==> src/rtl/alu_bist_seq.sv <==
// Built-in self-test sequencer for the 4-bit ALU: sweeps every opcode/operand
// pair, compares alu_out against a golden model and records the first failure.
//
// state | meaning
// IDLE  | waiting for start after reset
// APPLY | operands driven, waiting SETTLE cycles for alu_out to settle
// CHECK | alu_out compared, vector advanced
// DONE  | sweep finished, pass/err_count/fail_* valid
module alu_bist_seq #(
  parameter int WIDTH  = 4,
  parameter int SETTLE = 1,
  parameter int ERRW   = 16
) (
  input  logic             clk,
  input  logic             rst,
  input  logic             start,
  output logic [WIDTH-1:0] alu_a,
  output logic [WIDTH-1:0] alu_b,
  output logic [2:0]       alu_signal,
  input  logic [WIDTH-1:0] alu_out,
  output logic             busy,
  output logic             done,
  output logic             pass,
  output logic [ERRW-1:0]  err_count,
  output logic [2:0]       fail_signal,
  output logic [WIDTH-1:0] fail_a,
  output logic [WIDTH-1:0] fail_b
);

  localparam logic [2:0] OP_AND = 3'b000;
  localparam logic [2:0] OP_OR  = 3'b001;
  localparam logic [2:0] OP_ADD = 3'b010;
  localparam logic [2:0] OP_SUB = 3'b110;
  localparam logic [2:0] OP_SLT = 3'b111;

  localparam logic [3:0]       SETTLE_TC = 4'(SETTLE - 1);
  localparam logic [WIDTH-1:0] OPND_MAX  = '1;
  localparam logic [ERRW-1:0]  ERR_MAX   = '1;

  typedef enum logic [1:0] {IDLE, APPLY, CHECK, DONE} state_t;

  state_t           state, state_nxt;
  logic [3:0]       settle_cnt;
  logic             load, check, cnt_inc, cnt_clr;
  logic [WIDTH-1:0] golden;
  logic             mismatch, last_vec;

  function automatic logic [2:0] next_op(input logic [2:0] op);
    case (op)
      OP_AND:  next_op = OP_OR;
      OP_OR:   next_op = OP_ADD;
      OP_ADD:  next_op = OP_SUB;
      OP_SUB:  next_op = OP_SLT;
      default: next_op = OP_AND;
    endcase
  endfunction

  always_comb begin
    golden = '0;
    case (alu_signal)
      OP_AND:  golden = alu_a & alu_b;
      OP_OR:   golden = alu_a | alu_b;
      OP_ADD:  golden = alu_a + alu_b;
      OP_SUB:  golden = alu_a - alu_b;
      OP_SLT:  golden = {{(WIDTH-1){1'b0}}, ($signed(alu_a) < $signed(alu_b))};
      default: golden = '0;
    endcase
  end

  assign mismatch = (alu_out != golden);
  assign last_vec = (alu_signal == OP_SLT) && (alu_a == OPND_MAX) && (alu_b == OPND_MAX);

  always_ff @(posedge clk) begin
    if (rst) state <= IDLE;
    else     state <= state_nxt;
  end

  always_comb begin
    state_nxt = state;
    load      = 1'b0;
    check     = 1'b0;
    cnt_inc   = 1'b0;
    cnt_clr   = 1'b0;
    case (state)
      IDLE, DONE: begin
        if (start) begin
          state_nxt = APPLY;
          load      = 1'b1;
        end
      end
      APPLY: begin
        if (settle_cnt == SETTLE_TC) begin
          state_nxt = CHECK;
          cnt_clr   = 1'b1;
        end else begin
          cnt_inc = 1'b1;
        end
      end
      CHECK: begin
        check     = 1'b1;
        state_nxt = last_vec ? DONE : APPLY;
      end
      default: state_nxt = IDLE;
    endcase
  end

  always_ff @(posedge clk) begin
    if (rst) begin
      settle_cnt  <= '0;
      alu_a       <= '0;
      alu_b       <= '0;
      alu_signal  <= '0;
      busy        <= 1'b0;
      done        <= 1'b0;
      pass        <= 1'b0;
      err_count   <= '0;
      fail_signal <= '0;
      fail_a      <= '0;
      fail_b      <= '0;
    end else begin
      if (load || cnt_clr) settle_cnt <= '0;
      else if (cnt_inc)    settle_cnt <= settle_cnt + 4'd1;

      if (load) begin
        alu_signal  <= OP_AND;
        alu_a       <= '0;
        alu_b       <= '0;
        err_count   <= '0;
        fail_signal <= '0;
        fail_a      <= '0;
        fail_b      <= '0;
        busy        <= 1'b1;
        done        <= 1'b0;
        pass        <= 1'b0;
      end

      if (check) begin
        if (mismatch) begin
          if (err_count != ERR_MAX) err_count <= err_count + 1'b1;
          // A zero count means nothing has failed yet, since it never wraps
          if (err_count == '0) begin
            fail_signal <= alu_signal;
            fail_a      <= alu_a;
            fail_b      <= alu_b;
          end
        end
        if (last_vec) begin
          busy <= 1'b0;
          done <= 1'b1;
          pass <= (err_count == '0) && !mismatch;
        end else begin
          alu_b <= alu_b + 1'b1;
          if (alu_b == OPND_MAX) begin
            alu_a <= alu_a + 1'b1;
            if (alu_a == OPND_MAX) alu_signal <= next_op(alu_signal);
          end
        end
      end
    end
  end

endmodule

==> config.mk <==
export PLATFORM = sky130hd
export DESIGN_NAME = alu_bist_seq
export DESIGN_NICKNAME = d
export VERILOG_FILES = /design/src/rtl/alu_bist_seq.sv
export SDC_FILE = /design/constraint.sdc
export NUM_CORES = 1
export LEC_CHECK = 0
export BUFFER_PORTS_ARGS = -buffer_cell sky130_fd_sc_hd__buf_4
export CORE_UTILIZATION = 55
export CTS_BUF_LIST = sky130_fd_sc_hd__clkbuf_8
export CTS_CLUSTER_DIAMETER = 100
export DETAILED_ROUTE_END_ITERATION = 16
export GPL_TIMING_DRIVEN = 0
export HOLD_SLACK_MARGIN = 0.05
export PLACE_DENSITY = 0.78
export SYNTH_ARGS = -nofsm -noshare
export SYNTH_HDL_FRONTEND = slang
export SYNTH_SLANG_ARGS = --single-unit
==> constraint.sdc <==
create_clock -name clk -period 5 [get_ports clk]
set_input_delay 0.25 -clock clk [delete_from_list [all_inputs] [get_ports clk]]
set_output_delay 0.25 -clock clk [all_outputs]
set_load 0.03 [all_outputs]
Word level (Yosys, flattened, before mapping)
Index checks and enable logic that the tools add are counted.
{"block": "classes", "addsub": 6, "order_cmp": 1, "n_eq_ne": 13, "mux": 50, "bitwise_logic": 2, "n_reduce_logical": 12}
{"operator": "16-bit 2-to-1 mux", "count": 4}
{"operator": "4-bit 2-to-1 mux", "count": 15}
{"operator": "3-bit 2-to-1 mux", "count": 9}
{"operator": "4-bit one-hot mux with 5 select lines", "count": 1}
{"operator": "16-bit by 1-bit adder with 16-bit output, second input constant", "count": 1}
{"operator": "16-bit zero test", "count": 1}
{"operator": "1-bit 2-to-1 mux", "count": 16}
{"operator": "16-bit != test, second input constant", "count": 1}
{"operator": "4-bit by 1-bit adder with 4-bit output, second input constant", "count": 3}
{"operator": "3-bit one-hot mux with 4 select lines", "count": 1}
{"operator": "4-bit == test, second input constant", "count": 2}
{"operator": "3-bit == test, second input constant", "count": 2}
{"operator": "2-bit 2-to-1 mux", "count": 3}
{"operator": "2-bit one-hot mux with 3 select lines", "count": 1}
{"operator": "4-bit adder", "count": 1}
{"operator": "4-bit bitwise AND", "count": 1}
{"operator": "2-bit == test, second input constant", "count": 2}
{"operator": "4-bit zero test", "count": 1}
{"operator": "4-bit less-than comparator", "count": 1}
{"operator": "2-bit != test, second input constant", "count": 2}
{"operator": "4-bit != test", "count": 1}
{"operator": "4-bit OR", "count": 1}
{"operator": "2-bit OR reduction", "count": 2}
{"operator": "4-bit subtractor", "count": 1}
{"operator": "9 further kinds", "count": 11}
{"block": "totals", "register_bits": 47, "in_bits": 7, "output_inout_bits": 41, "word_cells": 96}

Longest topological paths before layout
{"block": "logic_depth", "word_depth": 8, "ltp_mapped": 12, "mapped_depth_nobuf": 10}

Worst setup path after synthesis
Ideal clock, no wire load.
{"block": "synth_path", "path_type": "register -> register", "from": "reg alu_b[1]", "to": "reg fail_b[1]", "setup_ps": 101, "arrival_ps": 2910, "required_ps": 4899, "slack_ps": 1989, "path_stages_with_launch": 12, "n_path_buf": 2, "period_less_slack_ps": 3011, "path_cell_list": "dfxtp_1 inv_1 ha_1 nor2_1 or4_4 and4b_1 a2111o_1 o31ai_4 buf_6 buf_6 o2111ai_1 o41ai_1"}
{"block": "synth_via", "elab_chain_cells": 5, "elab_cells_between_ends": 10, "classes_between": "add/sub: 2; order compare: 1; eq/ne: 1; mux: 4; bitwise: 2"}
{"item": "start: declaration", "line_no": "18", "text": "output logic [WIDTH-1:0] alu_b,"}
{"item": "start signal: assignment", "line_no": "152", "text": "alu_b <= alu_b + 1'b1;"}
{"item": "4-bit subtractor (tied with other cells)", "line_no": "64", "text": "OP_SUB: golden = alu_a - alu_b;"}
{"item": "4-bit one-hot mux with 5 select lines", "line_no": "60", "text": "case (alu_signal)"}
{"item": "4-bit != test", "line_no": "70", "text": "assign mismatch = (alu_out != golden);"}
{"item": "4-bit 2-to-1 mux (*)", "line_no": "138", "text": "if (mismatch) begin"}
{"item": "4-bit 2-to-1 mux (*)", "line_no": "137", "text": "if (check) begin"}
{"item": "end signal: assignment", "line_no": "144", "text": "fail_b <= alu_b;"}
{"item": "end: declaration", "line_no": "27", "text": "output logic [WIDTH-1:0] fail_b"}
Mark *: on every way between the ends. The rest lies on a longest branch, timed or not.
A chain may end at the register's enable or synchronous reset.

Final worst setup path
{"block": "layout_path", "from": "reg alu_b[1]", "to": "reg fail_a[3]"}
{"block": "layout_via", "elab_chain_cells": 5, "elab_cells_between_ends": 9, "classes_between": "add/sub: 2; order compare: 1; eq/ne: 1; mux: 3; bitwise: 2"}
{"item": "4-bit subtractor (tied with other cells)", "line_no": "64"}
{"item": "4-bit one-hot mux with 5 select lines (*)", "line_no": "60"}
{"item": "4-bit != test (*)", "line_no": "70"}
{"item": "4-bit 2-to-1 mux (*)", "line_no": "138"}
{"item": "4-bit 2-to-1 mux (*)", "line_no": "137"}
{"item": "end signal: assignment", "line_no": "143", "text": "fail_a <= alu_a;"}
{"item": "end: declaration", "line_no": "26", "text": "output logic [WIDTH-1:0] fail_a,"}
Marks and branches as above.

==> impl_metrics.ini <==
[status]
outcome = completed

[timing]
relSlewSlack_pct = 61.2
period_share_pct = 67.8
fmax_mhz = 295
hold_violations = 0
setup_viol = 0
drv_slew = 0
fin_ws_ps = 1610
fin_crit_ps = 3390
finClkSkew_ps = 12.0
rsz0062_at_grt = no
fin_tns_setup_ps = 0
tightest_slew_ps = 579

[die]
start_util_pct = 57.8
die_w_um = 75.8
core_sq_um = 5170
dieArea_sq_um = 5740
placementRows = 26
die_y_um = 75.8
pin_count = 48

[cells_and_area]
final_cells = 491
syn_to_final_growth_pct = 17.0
drive_above_1_share_pct = 16.2
diodes = 0
layout.nets = 452
fin_util_pct = 67.7
multiInputGateArea_sq_um = 1840
seq_area_sq_um = 941
n_fill_cell = 439

[clock_network]
cts_setup_buffers = 0
cts_tree = yes
path_clk_slew_ps = 90
cts.sinks = 47
clockBufferDepth = 2
cts_buffers = 5
postCtsHoldBufs = 0
clock_latency_ps = 310
ctsResizeCount = 0
clockRootBuffer = clkbuf_8
h-tree-depth = 2

[setup_path]
start_kind = flop
crit_chain = inv_1 -> ha_1 -> a21o_1 -> a311oi_1 -> a2111oi_0 -> a2111o_1 -> o31ai_4 -> buf_6 -> buf_6 -> o2111ai_1 -> o41ai_1
crit_type = reg -> reg
crit_slowest_cell = a311oi_1
crit_arrival_ps = 3590
required_ps = 5190
cp_common_cell = buf_6
max_stage_delay_ps = 530
cp-end-kind = flop
path_max_fanout = 10

[yosys]
yosysTopAreaCellShare_pct = 31.5
syn_area_sq_um = 2990
avgSynthCellArea_sq_um = 8.11
synth_cells = 369
ys.flop_type = dfxtp_1
ys_seq_area_share_pct = 31.5
synth_commonest_cells = 47 x dfxtp_1, 38 x nor2_1, 31 x inv_1
synth-seq-cells = 47
synth_edf_count = 0
async_reset_ff_share_pct = 0
yosys_warnings = 0
yosysTopAreaCell = dfxtp_1
synthTopCellsByArea = dfxtp_1 31%, ha_1 8.8%, nor2_1 4.8%
yosysUniqueCellTypes = 59
yosysMostFrequentCell = dfxtp_1
synth_fp_nets = 399

[global_route]
grt_usage_pct = 29.1
overflow = 0
antenna_found_initial = 0
grt_pass1_vias = 2634
grt_max_degree = 14
grt_pass1_wl_mm = 12.7

[power_and_ir_drop]
power_density_nw_per_um2 = 200
power.leakage_nw = 1.31
ir_drop_v = 0.000178

[place]
hpwl_mm = 5.86
io_buffers = 46
place_ws_ps = 1730
dpl.cell_count = 485
gp_congestion = 0.978

[detailed_routing]
viasPerCell = 6.15
drc = 0
drt-initial-drc-count = 248
vias = 3019
drt_pass1_iterations = 5
drtAntennaViolNets = 0
routed_wl_mm = 7.84
wire_per_inst_um = 16.0

[run]
cap_violations = 0

[worst_hold_path]
min_path_type = in -> reg
==> sequential cells by signal, summed over array words and instances (netlist names) <==
| name | cells |
|---|---|
| state | 2 |
| fail_b | 4 |
| busy | 1 |
| settle_cnt | 4 |
| alu_signal | 3 |
| alu_a | 4 |
| fail_a | 4 |
| fail_signal | 3 |
| done | 1 |
| pass | 1 |
| alu_b | 4 |
| err_count | 16 |
==> area by class of cell <==
type	instances	share of cell area (%)
Timing Repair Buffer	46	9.86
Inverter	33	3.54
Clock buffer	5	1.97
Buffer	17	2.57
Sequential cell	47	26.9
Tap cell	70	2.50
Multi-Input combinational cell	272	52.5
Clock inverter	1	0.214
==> cells by family after synthesis <==
logic type               after synthesis  synth area share [%]
flip-flops                            47                  31.5
XOR/XNOR                               4                  1.17
buffers and inverters                 50                  7.15
adder cells (fa/ha/maj)               23                  10.1
AO/OA/AOI/OAI                         94                  23.5
AND/OR/NAND/NOR                      147                  25.2
multiplexers                           4                  1.38
==> final timing paths <==
| kind | cells past startpoint | endpoint | start | slack (ps) |
|---|---|---|---|---|
| setup / recovery | 11 | fail_a[3]$_SDFF_PP0_ | alu_b[1]$_SDFF_PP0_ | 1610 |
| hold / removal | 5 | state[0]$_SDFFE_PP0P_ | start | 400 |
| setup reg to reg | 11 | fail_a[3]$_SDFF_PP0_ | alu_b[1]$_SDFF_PP0_ | 1610 |
| hold reg to reg | 2 | done$_SDFF_PP0_ | done$_SDFF_PP0_ | 510 |
==> stage by stage <==
stage               power [mW]  hold slack (ps)  cell area, sq um
finish                   0.700              403              3500
global placement         0.484              483              3420
floorplan                0.456              471              2990
detailed placement       0.484              492              3420
CTS                      0.702              399              3500
global route             0.726              466              3500
==> metal layers <==
layer  vias up  global-route usage, %  part of all wire, %
met2       146                   44.9                   45
met3        15                   5.56                  7.4
met4         0                   8.23                  1.3
met5         -                      0                    0
met1      1382                   41.4                   47
li1       1476                      -                    -
==> placed cells by master, fill, tap and decap left out, types with 5 or more instances in the layout <==
| cell | instances |
|---|---|
| dfxtp_1 | 47 |
| buf_4 | 46 |
| nor2_1 | 38 |
| inv_1 | 31 |
| nand2_1 | 25 |
| nand3_1 | 22 |
| ha_1 | 21 |
| a21oi_1 | 16 |
| nand4_1 | 13 |
| o41ai_1 | 12 |
| o2111ai_1 | 12 |
| clkbuf_1 | 11 |
| o21ai_0 | 8 |
| nor3_1 | 8 |
| o211ai_1 | 8 |
| nor2b_1 | 7 |
| o21ai_1 | 6 |
| o221ai_1 | 6 |
| nand2b_1 | 5 |
| and3_1 | 5 |
| clkbuf_8 | 5 |
==> critical path, delay by kind of cell, from the launching register on <==
family | cells | cell delay [ps]
AO/OA/AOI/OAI | 7 | 1890
adder cells (fa/ha/maj) | 1 | 330
buffers and inverters | 3 | 560
flip-flops | 1 | 500
==> power by group <==
part	internal [mW]	switching (mW)
Combinational	0.0294	0.0661
Clock	0.0931	0.129
Sequential	0.378	0.00408
Total	0.501	0.199
Note: power is estimated with default switching activity, not from simulation.
